## src/rtl/uart_pkg.sv

```systemverilog
// rtl/uart_pkg.sv - shared UART types, baud divisor helper and parameter checks
package uart_pkg;

  typedef enum logic [2:0] {
    IDLE,
    START,
    DATA,
    PARITY,
    STOP
  } tx_state_t;

  // Clocks per bit, rounded to nearest.
  function automatic int baud_div(input int clk_hz, input int baud);
    return (clk_hz + baud / 2) / baud;
  endfunction

  // True when every transmitter parameter is inside its legal range.
  function automatic bit params_legal(input int clk_hz, input int baud, input int data_bits,
                                      input int stop_bits, input int fifo_depth,
                                      input int parity_odd);
    bit ok;
    ok = 1'b1;
    if (baud <= 0 || clk_hz <= 0) ok = 1'b0;
    else if (baud_div(clk_hz, baud) < 2) ok = 1'b0;
    if (data_bits < 5 || data_bits > 9) ok = 1'b0;
    if (stop_bits < 1 || stop_bits > 2) ok = 1'b0;
    if (fifo_depth < 2 || (fifo_depth & (fifo_depth - 1)) != 0) ok = 1'b0;
    if (parity_odd != 0 && parity_odd != 1) ok = 1'b0;
    return ok;
  endfunction

endpackage

```

## src/rtl/uart_sync_fifo.sv

```systemverilog
// rtl/uart_sync_fifo.sv - single-clock FIFO with occupancy count, full and empty flags
module uart_sync_fifo #(
  parameter int DEPTH = 4,
  parameter int WIDTH = 8
) (
  input  logic                     clock,
  input  logic                     reset,
  input  logic [WIDTH-1:0]         wdata,
  input  logic                     push,
  input  logic                     pop,
  output logic [WIDTH-1:0]         rdata,
  output logic                     full,
  output logic                     empty,
  output logic [$clog2(DEPTH):0]   count
);

  localparam int AW = $clog2(DEPTH);

  logic [WIDTH-1:0] mem [DEPTH];
  logic [AW-1:0]    wr_ptr;
  logic [AW-1:0]    rd_ptr;
  logic             do_push;
  logic             do_pop;

  assign full    = (count == (AW+1)'(DEPTH));
  assign empty   = (count == '0);
  assign do_push = push & ~full;
  assign do_pop  = pop & ~empty;
  assign rdata   = mem[rd_ptr];

  // Pointers wrap naturally because DEPTH is a power of two.
  always_ff @(posedge clock) begin
    if (reset) begin
      wr_ptr <= '0;
      rd_ptr <= '0;
      count  <= '0;
    end else begin
      if (do_push) wr_ptr <= wr_ptr + AW'(1);
      if (do_pop)  rd_ptr <= rd_ptr + AW'(1);
      case ({do_push, do_pop})
        2'b10:   count <= count + (AW+1)'(1);
        2'b01:   count <= count - (AW+1)'(1);
        default: count <= count;
      endcase
    end
  end

  // Storage needs no reset; only entries between the pointers are ever read.
  always_ff @(posedge clock) begin
    if (do_push) mem[wr_ptr] <= wdata;
  end

endmodule

```

## src/rtl/uart_tx_fifo.sv

```systemverilog
// rtl/uart_tx_fifo.sv - buffered UART transmitter; optional parity bit via UART_TX_PARITY_EN
module uart_tx_fifo #(
  parameter int CLK_HZ     = 50_000_000,
  parameter int BAUD       = 9600,
  parameter int DATA_BITS  = 8,
  parameter int STOP_BITS  = 1,
  parameter int FIFO_DEPTH = 4,
  parameter int PARITY_ODD = 0
) (
  input  logic                          clock,
  input  logic                          reset,
  input  logic [DATA_BITS-1:0]          data,
  input  logic                          valid,
  output logic                          ready,
  output logic                          tx,
  output logic                          busy,
  output logic [$clog2(FIFO_DEPTH):0]   fifo_count
);

  import uart_pkg::*;

  localparam int DIV   = baud_div(CLK_HZ, BAUD);
  localparam int CNT_W = $clog2(DIV);
  localparam int BIT_W = 4;

  if (!params_legal(CLK_HZ, BAUD, DATA_BITS, STOP_BITS, FIFO_DEPTH, PARITY_ODD)) begin : g_bad_params
    $error("uart_tx_fifo: illegal parameter combination");
  end

  tx_state_t            state, state_n;
  logic [CNT_W-1:0]     baud_cnt, baud_n;
  logic [BIT_W-1:0]     bit_cnt, bit_n;
  logic [DATA_BITS-1:0] shreg, shreg_n;
  logic                 tx_n;
  logic                 pop;
  logic                 bit_end;
  logic [DATA_BITS-1:0] fifo_data;
  logic                 fifo_full;
  logic                 fifo_empty;

  assign ready   = ~fifo_full;
  assign busy    = (state != IDLE);
  assign bit_end = (baud_cnt == CNT_W'(DIV - 1));

  uart_sync_fifo #(
    .DEPTH (FIFO_DEPTH),
    .WIDTH (DATA_BITS)
  ) u_fifo (
    .clock (clock),
    .reset (reset),
    .wdata (data),
    .push  (valid & ready),
    .pop   (pop),
    .rdata (fifo_data),
    .full  (fifo_full),
    .empty (fifo_empty),
    .count (fifo_count)
  );

`ifdef UART_TX_PARITY_EN
  logic parity_bit;

  // Parity is taken from the word as it leaves the FIFO, before shifting destroys it.
  always_ff @(posedge clock) begin
    if (reset)    parity_bit <= 1'b0;
    else if (pop) parity_bit <= (^fifo_data) ^ (PARITY_ODD != 0);
  end
`endif

  // Next-state logic: tx is computed one clock early so the pin is a plain register.
  always_comb begin
    state_n = state;
    baud_n  = bit_end ? '0 : baud_cnt + CNT_W'(1);
    bit_n   = bit_cnt;
    shreg_n = shreg;
    tx_n    = tx;
    pop     = 1'b0;
    case (state)
      IDLE: begin
        baud_n = '0;
        tx_n   = 1'b1;
        if (!fifo_empty) begin
          pop     = 1'b1;
          shreg_n = fifo_data;
          state_n = START;
          tx_n    = 1'b0;
        end
      end
      START: begin
        if (bit_end) begin
          state_n = DATA;
          bit_n   = '0;
          tx_n    = shreg[0];
        end
      end
      DATA: begin
        if (bit_end) begin
          if (bit_cnt == BIT_W'(DATA_BITS - 1)) begin
            bit_n = '0;
`ifdef UART_TX_PARITY_EN
            state_n = PARITY;
            tx_n    = parity_bit;
`else
            state_n = STOP;
            tx_n    = 1'b1;
`endif
          end else begin
            bit_n   = bit_cnt + BIT_W'(1);
            shreg_n = shreg >> 1;
            tx_n    = shreg[1];
          end
        end
      end
      PARITY: begin
        if (bit_end) begin
          state_n = STOP;
          bit_n   = '0;
          tx_n    = 1'b1;
        end
      end
      STOP: begin
        if (bit_end) begin
          if (bit_cnt == BIT_W'(STOP_BITS - 1)) begin
            bit_n = '0;
            if (!fifo_empty) begin
              pop     = 1'b1;
              shreg_n = fifo_data;
              state_n = START;
              tx_n    = 1'b0;
            end else begin
              state_n = IDLE;
              tx_n    = 1'b1;
            end
          end else begin
            bit_n = bit_cnt + BIT_W'(1);
          end
        end
      end
      default: begin
        state_n = IDLE;
        tx_n    = 1'b1;
      end
    endcase
  end

  // State, counters, shift register and the registered line output.
  always_ff @(posedge clock) begin
    if (reset) begin
      state    <= IDLE;
      baud_cnt <= '0;
      bit_cnt  <= '0;
      shreg    <= '0;
      tx       <= 1'b1;
    end else begin
      state    <= state_n;
      baud_cnt <= baud_n;
      bit_cnt  <= bit_n;
      shreg    <= shreg_n;
      tx       <= tx_n;
    end
  end

endmodule
```

## config.mk

```make
export PLATFORM = sky130hd
export DESIGN_NAME = uart_tx_fifo
export DESIGN_NICKNAME = d
export VERILOG_FILES = /design/src/rtl/uart_pkg.sv /design/src/rtl/uart_sync_fifo.sv /design/src/rtl/uart_tx_fifo.sv
export SDC_FILE = /design/constraint.sdc
export NUM_CORES = 1
export LEC_CHECK = 0
export CAP_MARGIN = 10
export CORE_UTILIZATION = 64
export DETAILED_ROUTE_END_ITERATION = 7
export PLACE_DENSITY = 0.81
export SYNTH_ARGS = -nofsm -noshare
export SYNTH_HDL_FRONTEND = slang
export SYNTH_HIERARCHICAL = 1
export SYNTH_SLANG_ARGS = --single-unit
export TNS_END_PERCENT = 50
```

## constraint.sdc

```tcl
create_clock -name clock -period 6.51 [get_ports clock]
set_input_delay 0.9765 -clock clock [delete_from_list [all_inputs] [get_ports clock]]
set_output_delay 0.9765 -clock clock [all_outputs]
set_load 0.01 [all_outputs]
```

Word level (Yosys, flattened, before mapping)
Memories as Yosys holds them, arrays and structs flattened. A register that Yosys moved wholly into a read port is not among the register bits.
Index checks and enable logic that the tools add are counted.
{"block": "word_totals", "regBits": 36, "latch_bits": 0, "mem_bits_rw": 32, "rom_bits": 0, "in_bits": 11, "out_inout_bits": 6, "memories": 1}
{"memory": "u_fifo.mem", "words": 4, "width": 8, "read_ports": 1, "rd_clocked_by_memory_dff": 1, "write_ports": 1, "line": "uart_sync_fifo.sv:19", "text": "logic [WIDTH-1:0] mem [DEPTH];"}
{"block": "classes", "add_sub_neg": 6, "n_mul": 0, "div_mod_pow": 0, "magnitude_cmp": 0, "eq_ne": 18, "n_shift": 0, "n_mux": 38, "bitwise_logic": 5, "reduce_logical": 13}
{"cell": "two-way mux 8 bit", "count": 5}
{"cell": "one-hot mux 8 bit (3 select lines)", "count": 1}
{"cell": "two-way mux 3 bit", "count": 7}
{"cell": "two-way mux 4 bit", "count": 5}
{"cell": "inequality test 2 bit (second input constant)", "count": 8}
{"cell": "one-hot mux 3 bit (5 select lines)", "count": 1}
{"cell": "adder 13 x 1 -> 13 bit (second input constant)", "count": 1}
{"cell": "== test 13 bit (second input constant)", "count": 1}
{"cell": "two-way mux 1 bit", "count": 13}
{"cell": "one-hot mux 4 bit (3 select lines)", "count": 1}
{"cell": "AND reduction 5 bit", "count": 2}
{"cell": "nonzero test 3 bit", "count": 3}
{"cell": "AND reduction 7 bit", "count": 1}
{"cell": "== test 3 x 2 -> 1 bit (second input constant)", "count": 2}
{"cell": "== test 3 bit (second input constant)", "count": 2}
{"cell": "logical NOT 3 bit", "count": 2}
{"cell": "one-hot mux 3 bit (2 select lines)", "count": 1}
{"cell": "one-hot mux 1 bit (5 select lines)", "count": 1}
{"cell": "adder 2 x 1 -> 2 bit (second input constant)", "count": 2}
{"cell": "adder 4 x 1 -> 4 bit (second input constant)", "count": 1}
{"cell": "== test 4 x 3 -> 1 bit (second input constant)", "count": 1}
{"cell": "logical NOT 4 bit", "count": 1}
{"cell": "two-way mux 2 bit", "count": 2}
{"cell": "AND reduction 4 bit", "count": 1}
{"cell": "other kinds (12)", "count": 15}

Logic depth before layout (Yosys ltp)
Gate-level depths: netlist (run 1).
{"block": "depth", "ltp_word": 8, "depth_mapped": 13, "mapped_depth_nobuf": 13}

Modules after synthesis
The synthesis (run 1) kept the hierarchy.
{"mod": "uart_tx_fifo", "instances": 1, "cells_per_inst": 192, "area_per_inst_um2": 1712.9}
{"mod": "uart_sync_fifo", "instances": 1, "cells_per_inst": 96, "area_per_inst_um2": 1630.3}

Worst setup path before layout (run 1)
Ideal clock, no wire load.
{"block": "synth_path", "path_type": "reg2reg", "start": "reg bit_cnt[0]", "end": "reg u_fifo.count[2]", "setup_ns": 0.070, "arrival_ns": 2.650, "setup_slack_ns": 3.790, "stages_incl_launch_ff": 14, "n_path_buf": 0, "period_less_slack_ns": 2.720, "cell_sequence": "dfxtp_1 > inv_1 > ha_1 > nor3b_1 > nand4_1 > a21oi_1 > o31ai_1 > inv_1 > ha_1 > inv_1 > fa_1 > xor2_1 > or3_1 > a21oi_1"}
{"block": "synth_via", "elab_chain_cells": 7}
{"element": "start: declaration", "line": "uart_tx_fifo.sv:32", "text": "logic [BIT_W-1:0] bit_cnt, bit_n;"}
{"element": "start signal: assignment", "line": "uart_tx_fifo.sv:157", "text": "bit_cnt <= bit_n;"}
{"element": "logical NOT 4 bit *", "line": "uart_tx_fifo.sv:123", "text": "if (bit_cnt == BIT_W'(STOP_BITS - 1)) begin"}
{"element": "two-way mux 1 bit *", "line": "uart_tx_fifo.sv:123"}
{"element": "two-way mux 1 bit *", "line": "uart_tx_fifo.sv:122", "text": "if (bit_end) begin"}
{"element": "one-hot mux 1 bit (2 select lines) *", "line": "uart_tx_fifo.sv:78", "text": "case (state)"}
{"element": "named net pop", "line": "uart_tx_fifo.sv:35", "text": "logic pop;"}
{"element": "AND 1 bit *", "line": "uart_sync_fifo.sv:28", "text": "assign do_pop = pop & ~empty;"}
{"element": "named net u_fifo.do_pop", "line": "uart_sync_fifo.sv:23", "text": "logic do_pop;"}
{"element": "== test 2 x 1 -> 1 bit / == test 2 bit (equally long branches)", "line": "uart_sync_fifo.sv:40", "text": "case ({do_push, do_pop})"}
{"element": "one-hot mux 3 bit (2 select lines) / nonzero test 2 bit (equally long branches)"}
{"element": "end signal: assignment", "line": "uart_sync_fifo.sv:41", "text": "2'b10: count <= count + (AW+1)'(1);"}
{"element": "end signal: assignment", "line": "uart_sync_fifo.sv:42", "text": "2'b01: count <= count - (AW+1)'(1);"}
{"element": "end signal: assignment", "line": "uart_sync_fifo.sv:43", "text": "default: count <= count;"}
{"element": "end: declaration", "line": "uart_sync_fifo.sv:14", "text": "output logic [$clog2(DEPTH):0] count"}
Mark *: on every way through the listed nets, which the timed path passes. The rest lies on a longest branch.
A chain may end at the register's enable or synchronous reset.

Worst setup path after layout (run 1)
Same ends and word-level chain as after synthesis.

==> results.sh, run 1 <==
export IMPL_wl_per_cell_um=16.4
export IMPL_layout_commonest_cell="dfxtp_1"
export IMPL_leakage_nw=1.22
export IMPL_die_x_um=74.3
export IMPL_start_kind="flop"
export IMPL_cts_sinks=70
export IMPL_worst_pin_slew_ns=1.10
export IMPL_power_mw=1.40
export IMPL_dr_first_iter_drc_count=173
export IMPL_drc_errors=0
export IMPL_die_h_um=74.3
export IMPL_synth_area_um2=3340
export IMPL_clk_pin_slew_worst_paths_ns=0.08
export IMPL_globalplace_congestion=0.821
export IMPL_crit_path_max_fanout=5
export IMPL_timing_final_crit_share_pct=51.2
export IMPL_synth_edf_count=32
export IMPL_drive_above_1_share_pct=13.0
export IMPL_grt_pass1_wl_um=10100
export IMPL_area_growth_synth_to_final_pct=11.4
export IMPL_maxCapViolCount=0
export IMPL_io_buffers=16
export IMPL_fmax_ghz=0.300
export IMPL_dp_slack_ns=3.28
export IMPL_final_setup_tns_ns=0
export IMPL_fin_crit_ns=3.33
export IMPL_crit_path_end_kind="flop"
export IMPL_setup_viol=0
export IMPL_firstDrtPassIters=4
export IMPL_path_buf_inv=3
export IMPL_synth_distinct_cells=57
export IMPL_track_usage_pct=24.8
export IMPL_seq_area_frac_synth_pct=51.5
export IMPL_start_util_pct=68.5
export IMPL_root_buffer="clkbuf_8"
export IMPL_postCtsSetupBuffers=0
export IMPL_rsz0062_at_grt="false"
export IMPL_setup_ws_ns=3.18
export IMPL_synthesis_instances=288
export IMPL_status="complete, no violations"
export IMPL_synthFlopType="dfxtp_1"
export IMPL_power_density_nw_per_um2=376
export IMPL_syn_nets=308
export IMPL_max_stage_delay_ns=0.59
export IMPL_rows=25
export IMPL_synth_warning_count=6
export IMPL_crit_type="flop to flop"
export IMPL_clk_latency_ns=0.34
export IMPL_avgSynthCellArea_um2=11.6
export IMPL_post_route_util_pct=76.3
export IMPL_grt_max_degree=32
export IMPL_die_area_um2=5520
export IMPL_slew_headroom_pct=26.5
export IMPL_diodes=0
export IMPL_ant_nets=0
export IMPL_slew_violations=0
export IMPL_fin_nets=323
export IMPL_hold_buffers=0
export IMPL_vias_per_cell=5.93
export IMPL_cts_tree="built"
export IMPL_cp_top_family="simple AND/OR/NAND/NOR gates"
export IMPL_cts_resized=0
export IMPL_critical_path_arrival_ns=3.60
export IMPL_hp_class="flop to flop"
export IMPL_cp_slowest_cell="nor3b_1"
export IMPL_routed_wl_um=6160
export IMPL_crit_chain="inv_1 > ha_1 > nor3b_1 > nand4_1 > a21oi_1 > o31ai_1 > inv_1 > ha_1 > inv_1 > fa_1 > xor2_1 > or3_1 > a21oi_1"
export IMPL_routed_via_count=2222
export IMPL_hold_viol_final=0
export IMPL_ir_worst_vdd_mv=0.266
export IMPL_cts_htree_levels=3
export IMPL_clockBufferDepth=2
export IMPL_cts_buffers=9
export IMPL_antenna_found_initial=0
export IMPL_critical_path_most_common_cell="inv_1"
export IMPL_skew_ns=0.0120
export IMPL_ys_async_sr_fraction_pct=0
export IMPL_core_area_um2=4880
export IMPL_ys_seq_elements=70
export IMPL_grt_pass1_vias=2082
export IMPL_final_cell_mix="38 x dfxtp_1, 32 x edfxtp_1, 27 x nor2_1"
export IMPL_required_ns=6.78
export IMPL_fillers=320
export IMPL_overflow=0
export IMPL_io_pins=17
export IMPL_detailed_place_hpwl_um=4120
[cell families after synthesis]
logic type,synth area share (%)
AOI/OAI and AO/OA,12.3
adders and majority gates,3.59
and+or+nand+nor,15.9
DFF,51.5
muxes,8.42
buffers and inverters,4.38
xor gates and xnor gates,3.93
[final timing paths]
check	startpoint	endpoint	slack [ns]	depth (start not counted)
setup / recovery	bit_cnt[0]	u_fifo/count[2]	3.18	13
hold / removal	baud_cnt[0]	baud_cnt[0]	0.48	1
setup reg to reg	bit_cnt[0]	u_fifo/count[2]	3.18	13
hold reg to reg	baud_cnt[0]	baud_cnt[0]	0.48	1
[power breakdown]
group	internal [mW]	switching (mW)	leakage, nW
Clock	0.179	0.167	0.0891
Combinational	0.217	0.233	0.525
Sequential	0.530	0.0739	0.603
[routing by layer]
layer  wire (um)  track usage [%]
met5           0                0
met4          61             10.1
met3         312             3.66
met2        2900             38.9
met1        2880             35.0
[flip-flops by register name, summed over array words and instances (netlist names), named ones only]
register,cells
bit_cnt,4
u_fifo/wr_ptr,2
u_fifo/count,3
baud_cnt,13
u_fifo/rd_ptr,2
state,3
shreg,8
u_fifo/mem,32
tx,1
[Yosys cell counts (2+ instances only)]
cell / number / area (um2)
o21ai_0: 6 / 30.0
or4b_4: 2 / 27.5
a21oi_1: 16 / 80.1
inv_1: 19 / 71.3
mux4_2: 8 / 180
nand2b_1: 7 / 43.8
mux2i_1: 9 / 90.1
o31ai_1: 2 / 15.0
a211o_1: 2 / 17.5
nand3b_1: 4 / 30.0
edfxtp_1: 32 / 961
nand3_1: 6 / 30.0
buf_2: 3 / 15.0
xor2_1: 6 / 52.6
nor2_1: 27 / 101
nor3_1: 6 / 30.0
nand4_1: 3 / 18.8
nand2_1: 7 / 26.3
clkbuf_1: 5 / 18.8
or3_1: 5 / 31.3
ha_1: 8 / 100
buf_1: 3 / 11.3
o22ai_1: 2 / 12.5
nor2b_1: 2 / 12.5
a31o_2: 3 / 26.3
a2111oi_4: 2 / 55.1
a311oi_1: 8 / 70.1
nor3b_1: 4 / 30.0
and4b_1: 2 / 20.0
nor4_1: 3 / 18.8
and2_1: 4 / 25.0
xnor2_1: 9 / 78.8
dfxtp_1: 38 / 761
buf_6: 2 / 22.5
[layout make-up]
class | count | area, um2 | share of cell area [%]
Sequential cell | 70 | 1720 | 46.2
Inverter | 19 | 71.3 | 1.91
Clock inverter | 6 | 70.1 | 1.88
Timing Repair Buffer | 18 | 175 | 4.70
Clock buffer | 10 | 128 | 3.43
Tap cell | 67 | 83.8 | 2.25
Multi-Input combinational cell | 185 | 1480 | 39.6
[stage by stage]
stage | hold slack (ns) | cell area (um2) | cells
after global placement | 0.446 | 3530 | 359
after detailed placement | 0.462 | 3530 | 359
after global routing | 0.505 | 3720 | 375
final | 0.482 | 3720 | 375
after floorplan | 0.430 | 3340 | 288
after CTS | 0.479 | 3720 | 375
No activity file was read; power rests on OpenSTA's default activity.
==> run 2: changes to the inputs <==
--- a/config.mk
+++ b/config.mk
@@ -6,9 +6,9 @@
 export NUM_CORES = 1
 export LEC_CHECK = 0
 export CAP_MARGIN = 10
-export CORE_UTILIZATION = 64
+export CORE_UTILIZATION = 54
 export DETAILED_ROUTE_END_ITERATION = 7
-export PLACE_DENSITY = 0.81
+export PLACE_DENSITY = 0.73
 export SYNTH_ARGS = -nofsm -noshare
 export SYNTH_HDL_FRONTEND = slang
 export SYNTH_HIERARCHICAL = 1
==> constraint.sdc (replaced) <==
create_clock -name clock -period 2.9 [get_ports clock]
set_input_delay 0.435 -clock clock [delete_from_list [all_inputs] [get_ports clock]]
set_output_delay 0.435 -clock clock [all_outputs]
set_load 0.01 [all_outputs]
==> run 2 against run 1 <==
  * Via count up 0.99%
  * Largest cell class unchanged
  * Cell area up 3.4%
  * Setup slack worse by 3.0 ns
  * Power up 120%
  * Global-route usage down 3.6 points
  * Final cell count up 5.3%
  * Sequential share of layout area down 1.5 points
  * Non-clock buffer count up 12
==> results.sh, run 2 (synthesis gave the netlist of run 1 again) <==
export IMPL_status="complete, no violations"
export IMPL_grt_pass1_vias=2124
export IMPL_rows=28
export IMPL_crit_type="flop to flop"
export IMPL_cts_buffers=9
export IMPL_setup_ws_ns=0.179
export IMPL_final_cell_count_no_fill=395
export IMPL_path_buf_inv=3
export IMPL_diodes=0
export IMPL_start_kind="flop"
export IMPL_cp_top_family="adder cells"
export IMPL_dr_first_iter_drc_count=201
export IMPL_grt_pass1_wl_um=10200
export IMPL_detailed_place_hpwl_um=4190
export IMPL_largest_reg_flops=32
export IMPL_skew_ns=0.00649
export IMPL_fin_nets=335
export IMPL_fillers=466
export IMPL_final_cell_mix="38 x dfxtp_1, 32 x edfxtp_1, 27 x nor2_1"
export IMPL_crit_path_max_fanout=4
export IMPL_crit_path_end_kind="flop"
export IMPL_required_ns=3.17
export IMPL_core_area_um2=5960
export IMPL_slew_violations=0
export IMPL_seq_area_um2=1720
export IMPL_critical_path_most_common_cell="inv_1"
export IMPL_die_area_um2=6510
export IMPL_ant_nets=0
export IMPL_root_buffer="clkbuf_8"
export IMPL_clk_pin_slew_worst_paths_ns=0.08
export IMPL_layout_commonest_cell="dfxtp_1"
export IMPL_critical_path_arrival_ns=2.99
export IMPL_routed_via_count=2244
export IMPL_die_h_um=80.7
export IMPL_io_buffers=16
export IMPL_routed_wl_um=6140
export IMPL_start_util_pct=56.1
export IMPL_power_density_nw_per_um2=812
export IMPL_setup_viol=0
export IMPL_cts_sinks=70
export IMPL_slew_headroom_pct=61.8
export IMPL_die_x_um=80.7
export IMPL_fmax_ghz=0.368
export IMPL_hp_class="flop to flop"
export IMPL_hold_buffers=0
export IMPL_max_stage_delay_ns=0.38
export IMPL_hold_viol_final=0
export IMPL_cts_resized=0
export IMPL_clk_latency_ns=0.34
export IMPL_multiInputGateArea_um2=1510
export IMPL_antenna_found_initial=0
export IMPL_maxCapViolCount=0
export IMPL_largestRegisters="u_fifo/mem (32), baud_cnt (13), shreg (8)"
export IMPL_track_usage_pct=21.2
export IMPL_dp_slack_ns=0.0930
export IMPL_worst_pin_slew_ns=0.571
export IMPL_drc_errors=0
export IMPL_globalplace_congestion=0.822
export IMPL_fin_crit_ns=2.72
export IMPL_cts_tree="built"
export IMPL_firstDrtPassIters=4
export IMPL_clockBufferDepth=2
export IMPL_crit_chain="inv_1 > ha_1 > nor3b_4 > nand4_1 > a21oi_2 > o31ai_1 > inv_1 > ha_1 > inv_1 > fa_1 > xor2_1 > or3_1 > a21oi_1"
export IMPL_ir_worst_vdd_mv=0.429
export IMPL_timing_final_crit_share_pct=93.8
export IMPL_overflow=0
export IMPL_leakage_nw=1.29
export IMPL_postCtsSetupBuffers=0
export IMPL_area_growth_synth_to_final_pct=15.2
export IMPL_cp_slowest_cell="fa_1"
export IMPL_io_pins=17
export IMPL_grt_max_degree=18
export IMPL_final_setup_tns_ns=0
export IMPL_regMostFlops="u_fifo/mem"
export IMPL_vias_per_cell=5.68
export IMPL_wl_per_cell_um=15.5
export IMPL_placed_cells=379
export IMPL_cts_htree_levels=3
export IMPL_drive_above_1_share_pct=17.8
## run 2: power by group
part | internal [mW] | leakage [nW] | switching, mW | total, mW
sequential | 1.19 | 0.603 | 0.108 | 1.30
combinational | 0.529 | 0.595 | 0.567 | 1.10
clock | 0.328 | 0.0927 | 0.405 | 0.732
## run 2: path summary, 6_finish.rpt
kind,start,end,slack [ns],depth (start not counted)
setup / recovery,bit_cnt[0],u_fifo/count[2],0.18,13
hold / removal,baud_cnt[0],baud_cnt[0],0.46,1
setup reg to reg,bit_cnt[0],u_fifo/count[2],0.18,13
hold reg to reg,baud_cnt[0],baud_cnt[0],0.46,1
## run 2: final cells by class
cell class | count | share of cell area [%]
well taps | 75 | 2.44
clock buffers | 9 | 3.22
repair buffers | 30 | 6.89
flip-flops and latches | 70 | 44.7
clock inverters | 7 | 1.62
inverters | 19 | 1.85
multi-input cells | 185 | 39.3
## run 2: metal layers
layer	global-route usage [%]	share of wire, %	wire length, um
met1	28.5	48	2940
met3	4.43	2.8	175
met2	32.8	48	2920
met4	9.64	1.7	104
met5	0	0	0
## run 2: through the flow
stage | cell area (um2) | util [%] | hold WS [ns] | total power [mW]
2_1_floorplan | 3340 | - | 0.430 | 2.15
4_1_cts | 3810 | 64.0 | 0.468 | 3.15
5_1_grt | 3850 | 64.6 | 0.487 | 3.32
6_report | 3850 | 64.6 | 0.464 | 3.13
3_5_place_dp | 3630 | 60.9 | 0.450 | 2.41
3_3_place_gp | 3630 | 60.9 | 0.445 | 2.38
==> run 3: changes to the inputs <==
--- a/config.mk
+++ b/config.mk
@@ -7,6 +7,7 @@
 export LEC_CHECK = 0
 export CAP_MARGIN = 10
 export CORE_UTILIZATION = 54
+export CTS_CLUSTER_SIZE = 16
 export DETAILED_ROUTE_END_ITERATION = 7
 export PLACE_DENSITY = 0.73
 export SYNTH_ARGS = -nofsm -noshare
==> results of run 3 <==
No change in the layout: final DEF, timing and power equal those of run 2.
